==> config.mk <==
export PLATFORM = sky130hd
export DESIGN_NAME = if_stage
export DESIGN_NICKNAME = d
export VERILOG_FILES = /design/src/rtl/mips_defs_pkg.sv /design/src/rtl/if_id_reg.sv /design/src/rtl/if_stage.sv
export SDC_FILE = /design/constraint.sdc
export NUM_CORES = 1
export LEC_CHECK = 0
export ABC_CLOCK_PERIOD_IN_PS = 2100
export CAP_MARGIN = 15
export CORE_MARGIN = 8
export CORE_UTILIZATION = 47
export CTS_CLUSTER_DIAMETER = 50
export DETAILED_ROUTE_END_ITERATION = 10
export GPL_TIMING_DRIVEN = 0
export HOLD_SLACK_MARGIN = 0.12
export PLACE_DENSITY_LB_ADDON = 0.12
export SLEW_MARGIN = 20
export SYNTH_ARGS = -nofsm -noshare
export SYNTH_HDL_FRONTEND = slang
export SYNTH_SLANG_ARGS = --single-unit
==> constraint.sdc <==
create_clock -name clk -period 2.1 [get_ports clk]
set_clock_uncertainty 0.2 [all_clocks]
set_input_delay 0.42 -clock clk [delete_from_list [all_inputs] [get_ports clk]]
set_output_delay 0.42 -clock clk [all_outputs]
set_load 0.005 [all_outputs]
==> src/rtl/mips_defs_pkg.sv <==
// rtl/mips_defs_pkg.sv - shared definitions for the MIPS fetch pipeline
// Purpose: fetch FSM state encodings, bubble instruction encoding and
//          instruction field bit positions used by the IF stage and IF/ID register.
// Ports:   none (package).
package mips_defs_pkg;

   typedef enum logic [1:0] {
      ST_IDLE  = 2'd0,
      ST_REQ   = 2'd1,
      ST_HOLD  = 2'd2,
      ST_DRAIN = 2'd3
   } fetch_state_t;

   // sll $0,$0,0
   localparam logic [31:0] NOP_INSTR = 32'h0000_0000;

   localparam int RS_MSB = 25;
   localparam int RS_LSB = 21;
   localparam int RT_MSB = 20;
   localparam int RT_LSB = 16;
   localparam int RD_MSB = 15;
   localparam int RD_LSB = 11;

endpackage

==> src/rtl/if_id_reg.sv <==
// rtl/if_id_reg.sv - IF/ID pipeline register with stall and flush
// Purpose: holds the fetched instruction and its PC+4 between IF and ID.
//          Priority: reset > flush (bubble) > stall (hold) > load / bubble.
// Ports:   clk, rst_n      clock, synchronous active-low reset
//          i_stall         hold all fields
//          i_flush         insert a bubble, overrides stall
//          i_load          an instruction is available this cycle
//          i_instr, i_pc4  instruction and its PC+4
//          o_instr, o_pc4, o_valid  registered IF/ID contents
module if_id_reg
   import mips_defs_pkg::*;
#(
   parameter logic [31:0] BUBBLE_INSTR = NOP_INSTR
) (
   input  logic        clk,
   input  logic        rst_n,
   input  logic        i_stall,
   input  logic        i_flush,
   input  logic        i_load,
   input  logic [31:0] i_instr,
   input  logic [31:0] i_pc4,
   output logic [31:0] o_instr,
   output logic [31:0] o_pc4,
   output logic        o_valid
);

   logic [31:0] r_instr;
   logic [31:0] r_pc4;
   logic        r_valid;
   logic        w_take;

   assign w_take = i_load && !i_flush;

   always_ff @(posedge clk) begin
      if (!rst_n) begin
         r_instr <= BUBBLE_INSTR;
         r_pc4   <= '0;
         r_valid <= 1'b0;
      end else if (i_flush || !i_stall) begin
         // A flush always bubbles, even while the hazard unit stalls.
         r_instr <= w_take ? i_instr : BUBBLE_INSTR;
         r_pc4   <= w_take ? i_pc4   : '0;
         r_valid <= w_take;
      end
   end

   assign o_instr = r_instr;
   assign o_pc4   = r_pc4;
   assign o_valid = r_valid;

endmodule

==> src/rtl/if_stage.sv <==
// rtl/if_stage.sv - MIPS instruction-fetch stage with IF/ID register
// Purpose: owns the PC, issues req/ack fetches to instruction memory, buffers one
//          instruction across a stall, drains an in-flight fetch after a redirect.
// Ports:   clk, rst_n                    clock, synchronous active-low reset
//          stall                         hazard hold of PC and IF/ID
//          redirect_valid, redirect_pc   taken branch/jump target
//          imem_req, imem_addr           fetch request, held until imem_ack
//          imem_ack, imem_rdata          fetch response (zero-wait allowed)
//          IF_ID_Instr, IF_ID_PC4        registered instruction and PC+4
//          IF_ID_Rs, IF_ID_Rt, IF_ID_Rd  register fields of IF_ID_Instr
//          IF_ID_Valid                   1 = real instruction, 0 = bubble
module if_stage
   import mips_defs_pkg::*;
#(
   parameter logic [31:0] RESET_PC  = 32'h0000_0000,
   parameter logic [31:0] NOP_INSTR = mips_defs_pkg::NOP_INSTR
) (
   input  logic        clk,
   input  logic        rst_n,
   input  logic        stall,
   input  logic        redirect_valid,
   input  logic [31:0] redirect_pc,
   output logic        imem_req,
   output logic [31:0] imem_addr,
   input  logic        imem_ack,
   input  logic [31:0] imem_rdata,
   output logic [31:0] IF_ID_Instr,
   output logic [31:0] IF_ID_PC4,
   output logic [4:0]  IF_ID_Rs,
   output logic [4:0]  IF_ID_Rt,
   output logic [4:0]  IF_ID_Rd,
   output logic        IF_ID_Valid
);

   fetch_state_t r_state;
   logic [31:0]  r_pc;
   logic [31:0]  r_drain_addr;
   logic [31:0]  r_buf_instr;
   logic [31:0]  r_buf_pc4;

   logic [31:0]  w_pc4;
   logic         w_in_hold;
   logic         w_load;
   logic [31:0]  w_load_instr;
   logic [31:0]  w_load_pc4;

   assign w_pc4     = r_pc + 32'd4;
   assign w_in_hold = (r_state == ST_HOLD);

   assign imem_req  = (r_state == ST_REQ) || (r_state == ST_DRAIN);
   // While draining, r_pc already holds the redirect target; the bus keeps
   // showing the address of the fetch still in flight.
   assign imem_addr = (r_state == ST_DRAIN) ? r_drain_addr : r_pc;

   // In HOLD the IF/ID register only takes the buffer once stall drops,
   // which its own stall priority already guarantees.
   assign w_load       = ((r_state == ST_REQ) && imem_ack) || w_in_hold;
   assign w_load_instr = w_in_hold ? r_buf_instr : imem_rdata;
   assign w_load_pc4   = w_in_hold ? r_buf_pc4   : w_pc4;

   always_ff @(posedge clk) begin
      if (!rst_n) begin
         r_state      <= ST_IDLE;
         r_pc         <= RESET_PC;
         r_drain_addr <= RESET_PC;
         r_buf_instr  <= NOP_INSTR;
         r_buf_pc4    <= '0;
      end else begin
         case (r_state)
            ST_IDLE: begin
               r_state <= ST_REQ;
               if (redirect_valid) r_pc <= redirect_pc;
            end
            ST_REQ: begin
               if (imem_ack) begin
                  r_pc <= redirect_valid ? redirect_pc : w_pc4;
                  if (!redirect_valid && stall) begin
                     r_state     <= ST_HOLD;
                     r_buf_instr <= imem_rdata;
                     r_buf_pc4   <= w_pc4;
                  end
               end else if (redirect_valid) begin
                  r_state      <= ST_DRAIN;
                  r_drain_addr <= r_pc;
                  r_pc         <= redirect_pc;
               end
            end
            ST_HOLD: begin
               if (redirect_valid) begin
                  r_state <= ST_REQ;
                  r_pc    <= redirect_pc;
               end else if (!stall) begin
                  r_state <= ST_REQ;
               end
            end
            ST_DRAIN: begin
               if (redirect_valid) r_pc <= redirect_pc;
               if (imem_ack) r_state <= ST_REQ;
            end
            default: r_state <= ST_IDLE;
         endcase
      end
   end

   if_id_reg #(
      .BUBBLE_INSTR (NOP_INSTR)
   ) u_if_id_reg (
      .clk     (clk),
      .rst_n   (rst_n),
      .i_stall (stall),
      .i_flush (redirect_valid),
      .i_load  (w_load),
      .i_instr (w_load_instr),
      .i_pc4   (w_load_pc4),
      .o_instr (IF_ID_Instr),
      .o_pc4   (IF_ID_PC4),
      .o_valid (IF_ID_Valid)
   );

   assign IF_ID_Rs = IF_ID_Instr[RS_MSB:RS_LSB];
   assign IF_ID_Rt = IF_ID_Instr[RT_MSB:RT_LSB];
   assign IF_ID_Rd = IF_ID_Instr[RD_MSB:RD_LSB];

endmodule
==> flow_summary.yaml, run 1 <==
status:
  run_status: "complete, but fails checks"
  violations: "setup timing"
timing:
  period_share_pct: 106.4
  maxSlewViolCount: 0
  rsz0062_at_grt: "true"
  period_needed_ps: 2234
  max_freq_mhz: 447.7
  worstMarginPinSlew_ps: 686.0
  relSlewSlack_pct: 54.26
  finalSetupViolations: 32
  finalHoldViolations: 0
  hold_ws_ps: 254.1
  setup_slack_ps: -133.8
place:
  dpl.hpwl_um: 19640
  postPlaceCellArea_um2: 10940
  globalplace.congestion: 0.8988
  portBuffers: 181
  pre_cts_slack_ps: -981.1
power_and_ir_drop:
  max-vdd-ir-drop_mv: 0.6035
  power.leakage_nw: 4.862
  power_density_nw_per_um2: 653.8
yosys:
  synth-simple-area-share_pct: 21.65
  ys.warnings.count: 0
  synth_cell_types: 51
  synth_xor_area_share_pct: 5.160
  ys_seq_area_share_pct: 44.23
  muxShareOfSynthArea_pct: 4.536
  ys_async_sr_fraction_pct: 0
  synth_compound_area_share_pct: 18.15
  syn-cell-area_um2: 8826
  synthFlopType: "dfxtp_1"
  synth_nets: 1185
  ys_ff_latch: 195
  synth-adder-area-share_pct: 0.1418
  avgSynthCellArea_um2: 7.916
  synth_edf_count: 0
  synth_top_family_by_area: "simple AND/OR/NAND/NOR gates"
  netlist_instances: 1115
drt:
  drt_first_pass_iters: 5
  drt_iter0_drc: 611
  drt_wl_total_um: 28060
  vias_per_cell: 5.401
  post-route-drc-count: 0
  vias: 8609
  antenna_left: 0
  wl_per_cell_um: 17.60
worst_hold_path:
  hold_class: "reg -> reg"
floorplanning:
  core_um2: 18580
  start_util_pct: 47.50
  die_y_um: 153.0
  dieArea_um2: 23420
  num_io_pins: 182
  die_x_um: 153.0
  rows: 50
cells_and_area:
  area_delta_synth_final_pct: 40.46
  nNetsFinal: 1416
  nFillCells: 1586
  final_area_um2: 12400
  final_common_cell: "nand2_1"
  drive_gt1_share_pct: 18.54
  mostFrequentLayoutCells: "nand2_1, dfxtp_1, clkdlybuf4s50_1"
job:
  maxCapViolCount: 0
clock_tree:
  ctsLongestPathBuffers: 2
  htree_levels: 4
  tritoncts: "yes"
  cts_made_buffers: 17
  holdBufCountCts: 0
  clockRootBuffer: "clkbuf_16"
  insertion_delay_ps: 440
  path_clk_slew_ps: 70
  cts_num_sinks: 195
worst_setup_path:
  worst-path-max-fanout: 5
  cp-start-kind: "register"
  crit_required_ps: 1480
  crit_path_end_kind: "output port"
  crit_arrival_ps: 1610
  critPathKind: "reg -> out"
global_routing:
  grt_pass1_wl_um: 43550
  grt_pass1_vias: 8154
  grt_max_degree: 17
  grt-ovfl-total: 0
  grt_antenna_before_repair: 1
  track_usage_pct: 22.95
## timing repair
| item | 4_1_cts | 5_1_grt |
|---|---|---|
| gates cloned | 3 | 1 |
| setup buffers | 20 | 14 |
| resized for setup | 263 | 76 |
| endpoints found under the setup margin | 216 | 195 |
| pin swaps | 9 | 12 |
## worst paths after layout
| kind | startpoint | endpoint | slack [ps] | depth (start not counted) |
|---|---|---|---|---|
| worst max-delay path | r_state[1] | imem_addr[11] | -130 | 5 |
| worst min-delay path | r_drain_addr[26] | r_drain_addr[26] | 250 | 2 |
| worst max register to register | r_state[1] | r_pc[17] | 30 | 7 |
| worst min register to register | r_drain_addr[26] | r_drain_addr[26] | 250 | 2 |
## through the flow
stage | util (%) | total power [mW] | setup TNS [ps] | std cells
2_1_floorplan | - | 4.436 | 0 | 1115
3_3_place_gp | 58.83 | 4.877 | -169280 | 1530
3_5_place_dp | 58.89 | 4.888 | -151720 | 1531
4_1_cts | 65.33 | 8.086 | -6068 | 1583
5_1_grt | 66.72 | 8.400 | -4849 | 1594
6_report | 66.72 | 8.106 | -3736 | 1594
## power breakdown
group	internal [mW]	switching, mW	leakage [nW]	total [mW]
logic	0.528	0.568	3.00	1.10
registers	3.80	0.0691	1.59	3.87
clock network	1.70	1.44	0.280	3.14
## cells in the mapped netlist, types with 5 or more instances
| master | n | area share [%] |
|---|---|---|
| nand2_1 | 280 | 12 |
| dfxtp_1 | 195 | 44 |
| a21oi_1 | 128 | 7.3 |
| nor2_1 | 71 | 3.0 |
| o21ai_0 | 69 | 3.9 |
| clkbuf_1 | 68 | 2.9 |
| a22oi_1 | 45 | 3.8 |
| xor2_1 | 33 | 3.3 |
| mux2_2 | 32 | 4.1 |
| buf_2 | 24 | 1.4 |
| nand4_1 | 19 | 1.3 |
| xnor2_1 | 19 | 1.9 |
| buf_4 | 17 | 1.4 |
| nand3_1 | 17 | 0.96 |
| nor3_1 | 9 | 0.51 |
| a211oi_1 | 8 | 0.68 |
| buf_1 | 6 | 0.26 |
| or3_1 | 6 | 0.43 |
| a21o_1 | 5 | 0.43 |
## registers in the layout, indices dropped and copies added (netlist names)
register	cells
r_state	2
u_if_id_reg.o_pc4	32
r_drain_addr	32
u_if_id_reg.o_instr	32
u_if_id_reg.o_valid	1
r_buf_instr	32
r_pc	32
r_buf_pc4	32
## layer usage
metal	vias up	part of all wire [%]	track usage, %
met3	49	6.7	5.667
met5	-	0	0
met2	316	47	36.97
met1	3989	43	28.49
met4	0	3.1	10.51
li1	4255	-	-
## logic make-up after synthesis
group | after synthesis
AOI/OAI and AO/OA | 278
xor gates and xnor gates | 52
adders and majority gates | 1
buffers and inverters | 119
DFF | 195
muxes | 36
and+or+nand+nor | 434
## worst max-delay path: stages (launching register included)
cell and delay, ps:
dfxtp_4 390, nand2_8 80, buf_12 140, buf_8 130, mux2_4 310, buf_6 120
## area by class of cell
type | count | area (um^2) | share of cell area, %
flip-flops and latches | 195 | 3916 | 31.59
clock buffers | 20 | 456.7 | 3.684
repair buffers | 217 | 2230 | 17.99
multi-input cells | 802 | 4723 | 38.10
clock inverters | 12 | 106.4 | 0.8579
diodes | 1 | 2.502 | 0.02019
plain buffers | 110 | 658.1 | 5.309
well taps | 234 | 292.8 | 2.362
inverters | 3 | 11.26 | 0.09084
No activity file was read; power rests on OpenSTA's default activity.
==> inputs of run 2 (changes only) <==
--- a/config.mk
+++ b/config.mk
@@ -6,7 +6,7 @@
 export NUM_CORES = 1
 export LEC_CHECK = 0
 export ABC_CLOCK_PERIOD_IN_PS = 2100
-export CAP_MARGIN = 15
+export CAP_MARGIN = 20
 export CORE_MARGIN = 8
 export CORE_UTILIZATION = 47
 export CTS_CLUSTER_DIAMETER = 50
@@ -14,6 +14,7 @@
 export GPL_TIMING_DRIVEN = 0
 export HOLD_SLACK_MARGIN = 0.12
 export PLACE_DENSITY_LB_ADDON = 0.12
+export RECOVER_POWER = 25
 export SLEW_MARGIN = 20
 export SYNTH_ARGS = -nofsm -noshare
 export SYNTH_HDL_FRONTEND = slang
==> run 2 against run 1 <==
Against the previous run:
- the run still ends with setup timing left
- register-to-register slack lost 100 ps
- worst hold slack worse by 3.3 ps
- maximum frequency increased by 0.85%
- clock power hardly changed
- power is 0.19% lower
- critical path depth unchanged
- routed wire length down 0.62%
- utilization down 0.23 points
- combinational power is essentially flat
- largest cell class unchanged
- largest power group unchanged
==> flow_summary.yaml, run 2 (synthesis results as in run 1) <==
worst_hold_path:
  worstHoldEndpoint: "u_if_id_reg.o_pc4[0]"
  hold_start: "u_if_id_reg.o_pc4[0]"
  hold_class: "reg -> reg"
  hold_depth: 2
status:
  run_status: "complete, but fails checks"
  violations: "setup timing"
worst_setup_path:
  rrSetupSlack_ps: -70
  reg2reg_to: "r_pc[17]"
  crit_chain: "nand2_8 > buf_12 > buf_8 > mux2_4 > buf_6"
  cp-start-kind: "register"
  slowest_stage: "dfxtp_4"
  crit_required_ps: 1480
  worst-path-max-fanout: 5
  cp_top_family: "buffers and inverters"
  regToRegStartpoint: "r_state[1]"
  path_buf_inv: 3
  max_stage_delay_ps: 380
  crit_path_end_kind: "output port"
  r2r.worst_path.cells: 7
  critPathKind: "reg -> out"
  crit_arrival_ps: 1590
drt:
  drt_wl_total_um: 27890
  post-route-drc-count: 0
  antenna_left: 0
  drt_iter0_drc: 690
  wl_per_cell_um: 17.49
  vias_per_cell: 5.404
  drt_first_pass_iters: 6
  vias: 8614
power_and_ir_drop:
  p_comb_share_pct: 13.4
  clockPowerShare_pct: 38.8
  power.leakage_nw: 4.969
  net-switching-power_mw: 2.072
  power_density_nw_per_um2: 654.9
  max-vdd-ir-drop_mv: 0.5722
  power_frac_seq_pct: 47.8
  intPower_mw: 6.018
  switching_share_pct: 25.61
timing:
  maxSlewViolCount: 0
  worstMarginPinSlew_ps: 686.7
  finalSetupViolations: 76
  max_freq_mhz: 451.5
  relSlewSlack_pct: 54.22
  hold_ws_ps: 250.8
  finalHoldViolations: 0
  finalSetupTns_ps: -4257
  period_needed_ps: 2215
  setup_slack_ps: -115.0
  rsz0062_at_grt: "true"
  period_share_pct: 105.5
global_routing:
  grt_max_degree: 17
  grt_pass1_vias: 8154
  grt_pass1_wl_um: 43550
  grt-ovfl-total: 0
  grt_antenna_before_repair: 1
  track_usage_pct: 22.95
clock_tree:
  htree_levels: 4
  insertion_delay_ps: 440
  clockRootBuffer: "clkbuf_16"
  cts_made_buffers: 17
  ctsLongestPathBuffers: 2
  holdBufCountCts: 0
  cts_num_sinks: 195
  tritoncts: "yes"
  path_clk_slew_ps: 70
floorplanning:
  die_x_um: 153.0
  core_um2: 18580
  start_util_pct: 47.50
  die_y_um: 153.0
  dieArea_um2: 23420
  rows: 50
  num_io_pins: 182
cells_and_area:
  nNetsFinal: 1416
  mostFrequentLayoutCells: "nand2_1, dfxtp_1, a21oi_1"
  drive_gt1_share_pct: 18.25
  final_common_cell: "nand2_1"
  area_delta_synth_final_pct: 39.98
  nFillCells: 1597
place:
  dpl.hpwl_um: 19640
  globalplace.congestion: 0.8988
  portBuffers: 181
job:
  maxCapViolCount: 0
-- run 2: cell types whose count changed in the layout (fill, tap and decap cells not counted), sizes merged --
cell	previous run	this run
clkdlybuf4s50	147	113
dlygate4sd3	0	34
buf	109	104
clkbuf	89	94
-- run 2: power by group through the flow --
| stage | clock network, mW | logic (mW) | registers [mW] |
|---|---|---|---|
| floorplan | 0 | 0.509 | 3.93 |
| global placement | 0 | 0.941 | 3.94 |
| detailed placement | 0 | 0.948 | 3.94 |
| CTS | 3.18 | 1.04 | 3.86 |
| global route | 3.34 | 1.17 | 3.88 |
| finish | 3.14 | 1.08 | 3.87 |
-- run 2: metrics by stage --
step           cell area [um^2]  instances  power [mW]  worst slack, ps  utilization, %
4_1_cts                   12140       1583       8.086           -264.7           65.33
2_1_floorplan              8826       1115       4.436            65.08               -
3_3_place_gp              10930       1530       4.877            -1372           58.83
5_1_grt                   12350       1594       8.386           -151.3           66.49
3_5_place_dp              10940       1531       4.888           -981.1           58.89
6_report                  12350       1594       8.090           -115.0           66.49
-- run 2: worst max-delay path by stage --
stage              startpoint          endpoint  slack (ps)  cells after the start
6_report           r_state[1]     imem_addr[14]        -110                      5
5_1_grt            r_state[1]      imem_addr[9]        -150                      5
4_1_cts            r_state[0]      imem_addr[9]        -260                      7
3_5_place_dp         imem_ack      r_buf_pc4[2]        -980                      7
3_3_place_gp   redirect_valid  r_drain_addr[23]       -1370                      6
2_1_floorplan         r_pc[3]          r_pc[30]          70                      6
-- run 2: repair_timing --
action / CTS / global route
pin swaps: 9 / 12
setup endpoints to repair: 216 / 195
gates cloned: 3 / 1
resized for setup: 263 / 76
setup buffers: 20 / 14
-- run 2: final cells by class --
cell class                 count  area, um^2  area share (%)
sequential                   195        3916           31.70
antenna                        1       2.502         0.02026
clock buffer                  20       456.7           3.697
buffer                       110       649.4           5.256
clock inverter                12       106.4          0.8609
tap                          234       292.8           2.370
inverter                       3       11.26         0.09115
timing repair buffer         217        2212           17.91
multi-input combinational    802        4707           38.10
-- run 2: worst reg2reg max path, cell delays in order, from the launching register on --
cell and delay, ps:
dfxtp_4 360, buf_2 180, nand3b_4 210, clkbuf_2 250
or3_1 460, nor2_1 160, xnor2_1 140, a21oi_1 90
-- run 2: routing by layer --
layer,part of all wire [%],GRT usage [%],vias up
li1,-,-,4254
met1,44,28.49,3991
met2,46,36.97,312
met3,6.3,5.667,57
met4,3.4,10.51,0
met5,0,0,-
